==> src/rtl/step_pulse_decoder.sv <==
// Receive side of a STEP/DIR interface: synchronises and debounces the pins, then
// tracks absolute position and per-burst step count, step period and burst result.
module step_pulse_decoder #(
  parameter int unsigned FILTER_CYCLES = 16,
  parameter int unsigned IDLE_CYCLES   = 1000000,
  parameter int unsigned EXPECT_STEPS  = 20,
  parameter int unsigned POS_W         = 32
) (
  input  logic             clk,
  input  logic             rst_n,
  input  logic             step_in,
  input  logic             dir_in,
  input  logic             enable,
  input  logic             pos_clear,
  output logic             step_strobe,
  output logic [POS_W-1:0] position,
  output logic [15:0]      burst_count,
  output logic [31:0]      period,
  output logic             burst_done,
  output logic             burst_mismatch
);

  localparam int unsigned FILT_W = $clog2(FILTER_CYCLES);
  localparam int unsigned IDLE_W = $clog2(IDLE_CYCLES);

  typedef enum logic [1:0] {IDLE, ACTIVE, DONE} state_e;

  // Input path: index 0 is STEP, index 1 is DIR.
  logic [1:0]        raw;
  logic [1:0]        meta_q, sync_q;
  logic [1:0]        filt_q, filt_d;
  logic [FILT_W-1:0] fcnt_q [2];
  logic [FILT_W-1:0] fcnt_d [2];
  logic              step_prev_q;
  logic              rise_q, rise_d;

  // Burst tracking.
  state_e            state_q, state_d;
  logic [IDLE_W-1:0] idle_q, idle_d;
  logic [31:0]       gap_q, gap_d;
  logic              pend_q, pend_d;
  logic              ev;
  logic              strobe_q, strobe_d;
  logic [POS_W-1:0]  pos_q, pos_d;
  logic [15:0]       bcnt_q, bcnt_d;
  logic [31:0]       period_q, period_d;
  logic              done_q, done_d;
  logic              mism_q, mism_d;

  assign raw = {dir_in, step_in};

  always_comb begin
    // NOTE: every always_comb output gets a default first so no path can infer a latch.
    for (int i = 0; i < 2; i++) begin
      filt_d[i] = filt_q[i];
      fcnt_d[i] = '0;
      if (sync_q[i] != filt_q[i]) begin
        if (fcnt_q[i] == FILT_W'(FILTER_CYCLES - 1)) filt_d[i] = sync_q[i];
        else                                         fcnt_d[i] = fcnt_q[i] + 1'b1;
      end
    end
    rise_d = filt_q[0] & ~step_prev_q;
  end

  always_ff @(posedge clk or negedge rst_n) begin
    if (!rst_n) begin
      meta_q      <= '0;
      sync_q      <= '0;
      filt_q      <= '0;
      fcnt_q[0]   <= '0;
      fcnt_q[1]   <= '0;
      step_prev_q <= 1'b0;
      rise_q      <= 1'b0;
    end else begin
      // NOTE: sequential state uses non-blocking assignments so every flop samples pre-edge values.
      meta_q      <= raw;
      sync_q      <= meta_q;
      filt_q      <= filt_d;
      fcnt_q[0]   <= fcnt_d[0];
      fcnt_q[1]   <= fcnt_d[1];
      step_prev_q <= filt_q[0];
      rise_q      <= rise_d;
    end
  end

  always_comb begin
    // A rise landing in the DONE cycle is replayed from pend_q once back in IDLE.
    ev       = enable & (rise_q | pend_q) & (state_q != DONE);
    state_d  = state_q;
    idle_d   = idle_q;
    pend_d   = 1'b0;
    gap_d    = (gap_q == 32'hFFFF_FFFF) ? gap_q : gap_q + 1'b1;
    strobe_d = ev;
    pos_d    = pos_q;
    bcnt_d   = bcnt_q;
    period_d = period_q;
    done_d   = 1'b0;
    mism_d   = mism_q;

    if (ev) begin
      pos_d = filt_q[1] ? pos_q + 1'b1 : pos_q - 1'b1;
      gap_d = 32'd1;
    end
    if (pos_clear) pos_d = '0;

    case (state_q)
      IDLE: begin
        if (ev) begin
          state_d = ACTIVE;
          bcnt_d  = 16'd1;
          idle_d  = '0;
        end
      end
      ACTIVE: begin
        if (!enable) begin
          state_d = IDLE;
        end else if (ev) begin
          if (bcnt_q != 16'hFFFF) bcnt_d = bcnt_q + 1'b1;
          period_d = gap_q;
          idle_d   = '0;
        end else if (idle_q == IDLE_W'(IDLE_CYCLES - 1)) begin
          state_d = DONE;
          done_d  = 1'b1;
          mism_d  = (bcnt_q != 16'(EXPECT_STEPS));
        end else begin
          idle_d = idle_q + 1'b1;
        end
      end
      DONE: begin
        state_d = IDLE;
        pend_d  = enable & rise_q;
      end
      default: state_d = IDLE;
    endcase
  end

  always_ff @(posedge clk or negedge rst_n) begin
    if (!rst_n) begin
      state_q  <= IDLE;
      idle_q   <= '0;
      gap_q    <= '0;
      pend_q   <= 1'b0;
      strobe_q <= 1'b0;
      pos_q    <= '0;
      bcnt_q   <= '0;
      period_q <= '0;
      done_q   <= 1'b0;
      mism_q   <= 1'b0;
    end else begin
      state_q  <= state_d;
      idle_q   <= idle_d;
      gap_q    <= gap_d;
      pend_q   <= pend_d;
      strobe_q <= strobe_d;
      pos_q    <= pos_d;
      bcnt_q   <= bcnt_d;
      period_q <= period_d;
      done_q   <= done_d;
      mism_q   <= mism_d;
    end
  end

  assign step_strobe    = strobe_q;
  assign position       = pos_q;
  assign burst_count    = bcnt_q;
  assign period         = period_q;
  assign burst_done     = done_q;
  assign burst_mismatch = mism_q;

endmodule
==> config.mk <==
export PLATFORM = sky130hd
export DESIGN_NAME = step_pulse_decoder
export DESIGN_NICKNAME = d
export VERILOG_FILES = /design/src/rtl/step_pulse_decoder.sv
export SDC_FILE = /design/constraint.sdc
export NUM_CORES = 1
export LEC_CHECK = 0
export CAP_MARGIN = 20
export CORE_ASPECT_RATIO = 0.5
export CORE_MARGIN = 3
export CORE_UTILIZATION = 62
export DETAILED_ROUTE_END_ITERATION = 10
export PLACE_DENSITY = 0.93
export SYNTH_ARGS = -nofsm -noshare
export SYNTH_HDL_FRONTEND = slang
export SYNTH_SLANG_ARGS = --single-unit
==> constraint.sdc <==
create_clock -name clk -period 8.2 [get_ports clk]
set_clock_uncertainty 0.05 [all_clocks]
set_input_delay 1.64 -clock clk [delete_from_list [all_inputs] [get_ports clk]]
set_output_delay 1.64 -clock clk [all_outputs]
set_load 0.02 [all_outputs]
Yosys cells after proc, flatten, opt, wreduce, memory -nomap -nowiden
Index checks and enable logic that the tools add are counted.

Word-level logic and storage cells: 90. Flip-flop bits (word level): 154. Input bits: 6. Output and inout port bits: 83.

Multiplexer cells: 29. Reductions and logical operators: 10. $add $sub $neg: 7. Bitwise gates (word level): 7. Eq/ne operators: 19.

Operators by type and width (number): 32-bit 2-to-1 mux (5); 20-bit 2-to-1 mux (4); 32-bit by 1-bit adder with 32-bit output, second input constant (2); 16-bit 2-to-1 mux (4); 20-bit case mux with 2 select lines (1); 32-bit == test, second input constant (1); 16-bit case mux with 2 select lines (1); 32-bit by 1-bit subtractor with 32-bit output, second input constant (1); 20-bit by 1-bit adder with 20-bit output, second input constant (1); 20-bit == test, second input constant (1); 16-bit by 1-bit adder with 16-bit output, second input constant (1); 4-bit 2-to-1 mux (4); 16-bit != test, second input constant (1); 16-bit by 5-bit != test with 1-bit output, second input constant (1); 2-bit != test, second input constant (6); 3-bit != test, second input constant (3); 4-bit by 1-bit adder with 4-bit output, second input constant (2); 4-bit == test, second input constant (2); 2-bit 2-to-1 mux (4); 4-bit AND reduction (2); 3-bit AND reduction (2); 1-bit 2-to-1 mux (5); 5-bit AND reduction (1); 1-bit AND (4); other kinds (9) (13).

Depth between registers and ports, before layout
Depth in word-level cells: 6. Gate-level depth with buffers: 11. Gate-level depth less buffers: 10.

Worst setup path after synthesis
No wires, ideal clock.

Path kind: register -> register. From: reg filt_q[1]. To: reg pos_q[26], in the netlist position[26]. Cell stages (with the launch flop): 11. Setup slack: 4818 ps. Clock period less this slack: 3382 ps. Path buffers: 0. Library setup time: 82 ps. Required time: 8068 ps. Arrival: 3249 ps. Cells stage by stage: dfrtp_1 -> inv_1 -> ha_1 -> a21o_1 -> a21o_1 -> a2111oi_4 -> nor3_1 -> or3_1 -> o31ai_2 -> mux2_1 -> o22ai_1.

Cells in the longest elaborated chain, start to end: 3.

RTL lines: start: declaration (RTL line 31) `logic [1:0] filt_q, filt_d;`; start signal: assignment (RTL line 78) `filt_q <= filt_d;`; 32-bit 2-to-1 mux (RTL line 101) `pos_d = filt_q[1] ? pos_q + 1'b1 : pos_q - 1'b1;`; 32-bit 2-to-1 mux (RTL line 100) `if (ev) begin`; 32-bit 2-to-1 mux (RTL line 104) `if (pos_clear) pos_d = '0;`; end signal: assignment (RTL line 155) `pos_q <= pos_d;`; end: declaration (RTL line 44) `logic [POS_W-1:0] pos_q, pos_d;`.

Every way passes these cells. The select of a mux whose other input is x is not followed. A chain may end at the register's enable or synchronous reset.

Worst setup path in the final report
From: in enable. To: reg pos_q[29], in the netlist position[29].

Cells in the longest elaborated chain, start to end: 3.

RTL lines: start: declaration (RTL line 13) `input logic enable,`; 1-bit AND (2 in series) (RTL line 88) `ev = enable & (rise_q | pend_q) & (state_q != DONE);`; 2-bit nonzero test (no line).

Every way passes these cells.

==> results.json <==
{
  "clockBufferDepth": 2,
  "core-area_sq_mm": 0.01295,
  "cts.htree.levels": 4,
  "routed_wl_mm": 21.39,
  "num-nets-final": 1001,
  "num_io_pins": 89,
  "root_buffer": "clkbuf_16",
  "cts_tree": "built",
  "drv_slew": 0,
  "diodes": 0,
  "status": "finished, final reports clean",
  "critPathKind": "in2reg",
  "final_cell_mix": "154 x dfrtp_1, 98 x nand2_1, 91 x nor2_1",
  "power_leakage_nw": 4.563,
  "final_common_cell": "dfrtp_1",
  "cts-buffers-inserted": 17,
  "ys_warn_count": 0,
  "wl_per_cell_um": 18.75,
  "synth_top_area_share_pct": 45.79,
  "post_cts_buffers": 0,
  "ys_ff_latch": 154,
  "drive_gt1_share_pct": 7.930,
  "die_y_um": 88.38,
  "grt_pass1_wl_mm": 35.75,
  "stdcell_count": 1141,
  "rows": 29,
  "drc_errors": 0,
  "avgSynthCellArea_sq_um": 9.607,
  "postRouteAntennaNets": 0,
  "crit_buf_inv": 4,
  "whs_ps": 304.9,
  "dr.pass1.iters": 5,
  "fin_tns_setup_ps": 0,
  "pwr_density_cell_mw_per_mm2": 195.1,
  "synth-edff-count": 0,
  "cap_violations": 0,
  "grtUsageTotal_pct": 29.63,
  "grt_max_degree": 79,
  "dp_cells": 1109,
  "ys_types": 68,
  "cts.sinks": 154,
  "grt_setup_unrepaired": "false",
  "initial_core_util_pct": 64.97,
  "finalCriticalPeriod_ps": 4067,
  "end_kind": "flip-flop",
  "grt-ovfl-total": 0,
  "setup_viol": 0,
  "finalCritPeriodShare_pct": 49.60,
  "globalplace.congestion": 0.9376,
  "io_buffer_count": 88,
  "final_util_pct": 77.51,
  "cts_hold_buffers": 0,
  "whs_path_depth": 0,
  "cp_cell_sequence": "clkdlybuf4s50_1 -> nand2_1 -> or2_1 -> buf_4 -> inv_2 -> buf_4 -> mux2i_1 -> a221o_1 -> a21oi_1",
  "slowest_delay_ps": 550,
  "synth_flop_cell": "dfrtp_1",
  "vias": 7171,
  "crit_cells": 9,
  "nFillCells": 797,
  "power_mw": 1.959,
  "syn_nets": 919,
  "worst_ep_arrival_time_ps": 4360,
  "slowest_stage": "clkdlybuf4s50_1",
  "crit_top_cell": "buf_4",
  "vdd_drop_max_v": 0.0001570,
  "areaGrowthSynthToFinish_pct": 19.31,
  "tightest_slew_ps": 938.5,
  "synthesis.instances": 876,
  "cp_top_family": "buffers and inverters",
  "hold_violations": 0,
  "post_cts_resized": 0,
  "ys_seq_area_share_pct": 45.79,
  "synth_area_sq_mm": 0.008416,
  "die-area_sq_mm": 0.01509,
  "dp_hpwl_mm": 13.41,
  "synthTopCellsByArea": "dfrtp_1 46%, ha_1 5.4%, nand2_1 4.4%",
  "antenna_found_initial": 0,
  "yosysTopAreaCell": "dfrtp_1",
  "worstHoldPathType": "reg2reg",
  "crit_required_ps": 8490,
  "grt_pass1_vias": 7291,
  "die_x_um": 170.8,
  "timing.fmax_mhz": 245.9,
  "ys_async_sr_fraction_pct": 100.0,
  "cp_max_fo": 50,
  "cp-start-kind": "primary input",
  "relSlewSlack_pct": 37.43,
  "clk_latency_ps": 420,
  "clk_pin_slew_ps": 60,
  "drtIter0Drc": 754,
  "viasPerCell": 6.285,
  "worstRegToRegCells": 11
}
[flip-flops by register name, indices dropped and copies added (netlist names)]
signal / count
gap_q: 32
period: 32
position: 32
idle_q: 20
burst_count: 16
fcnt_q: 8
filt_q: 2
meta_q: 2
state_q: 2
sync_q: 2
burst_done: 1
burst_mismatch: 1
pend_q: 1
rise_q: 1
step_prev_q: 1
step_strobe: 1
[synthesized netlist by cell type (18+ instances only)]
cell,instances
o21ai_0,22
or3_1,18
xor2_1,36
nor2_1,91
a21o_1,18
xnor2_1,30
mux2_2,21
nand3_1,32
dfrtp_1,154
clkbuf_1,23
ha_1,36
nor3_1,22
nand2_1,98
a21oi_1,64
[kinds of logic (layout without fill, tap and decap cells)]
logic type | count (synthesis) | after routing | share of synthesized area [%]
AO/OA/AOI/OAI | 176 | 176 | 13.62
XOR/XNOR | 66 | 66 | 6.869
adder cells (fa/ha/maj) | 37 | 37 | 5.590
buffers and inverters | 52 | 147 | 2.349
flip-flops | 154 | 154 | 45.79
multiplexers | 41 | 41 | 5.427
AND/OR/NAND/NOR | 350 | 350 | 20.35
[routing by layer]
metal | global-route usage (%) | vias to the layer above | share of wire [%]
met5 | 0 | - | 0
met4 | 12.88 | 0 | 3.0
met3 | 6.917 | 65 | 6.2
met2 | 50.38 | 295 | 49
met1 | 37.03 | 3529 | 42
li1 | - | 3282 | -
[metrics by stage]
step	worst slack [ps]	area, sq um
final	4133	10040
after global placement	4000	9444
after detailed placement	3854	9444
after global routing	4042	10040
after CTS	4233	10040
after floorplan	4818	8416
[final cells by class]
class / instances / area [sq um] / area share, %
Clock buffer: 20 / 456.7 / 4.548
Clock inverter: 12 / 140.1 / 1.396
Inverter: 19 / 71.32 / 0.7103
Multi-Input combinational cell: 670 / 4364 / 43.46
Sequential cell: 154 / 3854 / 38.38
Tap cell: 170 / 212.7 / 2.118
Timing Repair Buffer: 96 / 942.2 / 9.383
[path summary, 6_finish.rpt]
path | startpoint | endpoint | slack, ps
worst max-delay path | enable | position[29] | 4130
worst min-delay path | meta_q[1] | sync_q[1] | 300
worst max register to register | filt_q[1] | position[26] | 4730
worst min register to register | meta_q[1] | sync_q[1] | 300
max in group asynchronous | rst_n | gap_q[20] | 5500
min in group asynchronous | rst_n | burst_mismatch | 1190
[report_power, final]
group	internal, mW	switching (mW)
logic	0.0829	0.143
registers	0.830	0.106
clock network	0.468	0.329
total	1.38	0.578
[worst register-to-register path: stages (launching register included)]
cell,delay [ps]
dfrtp_1,430
inv_1,70
buf_4,360
ha_1,370
a21oi_1,230
o211ai_1,220
a211oi_2,380
nor3_1,110
or3_1,440
o31ai_2,280
mux2_1,350
o22ai_1,120
(Power assumes the default switching activity.)
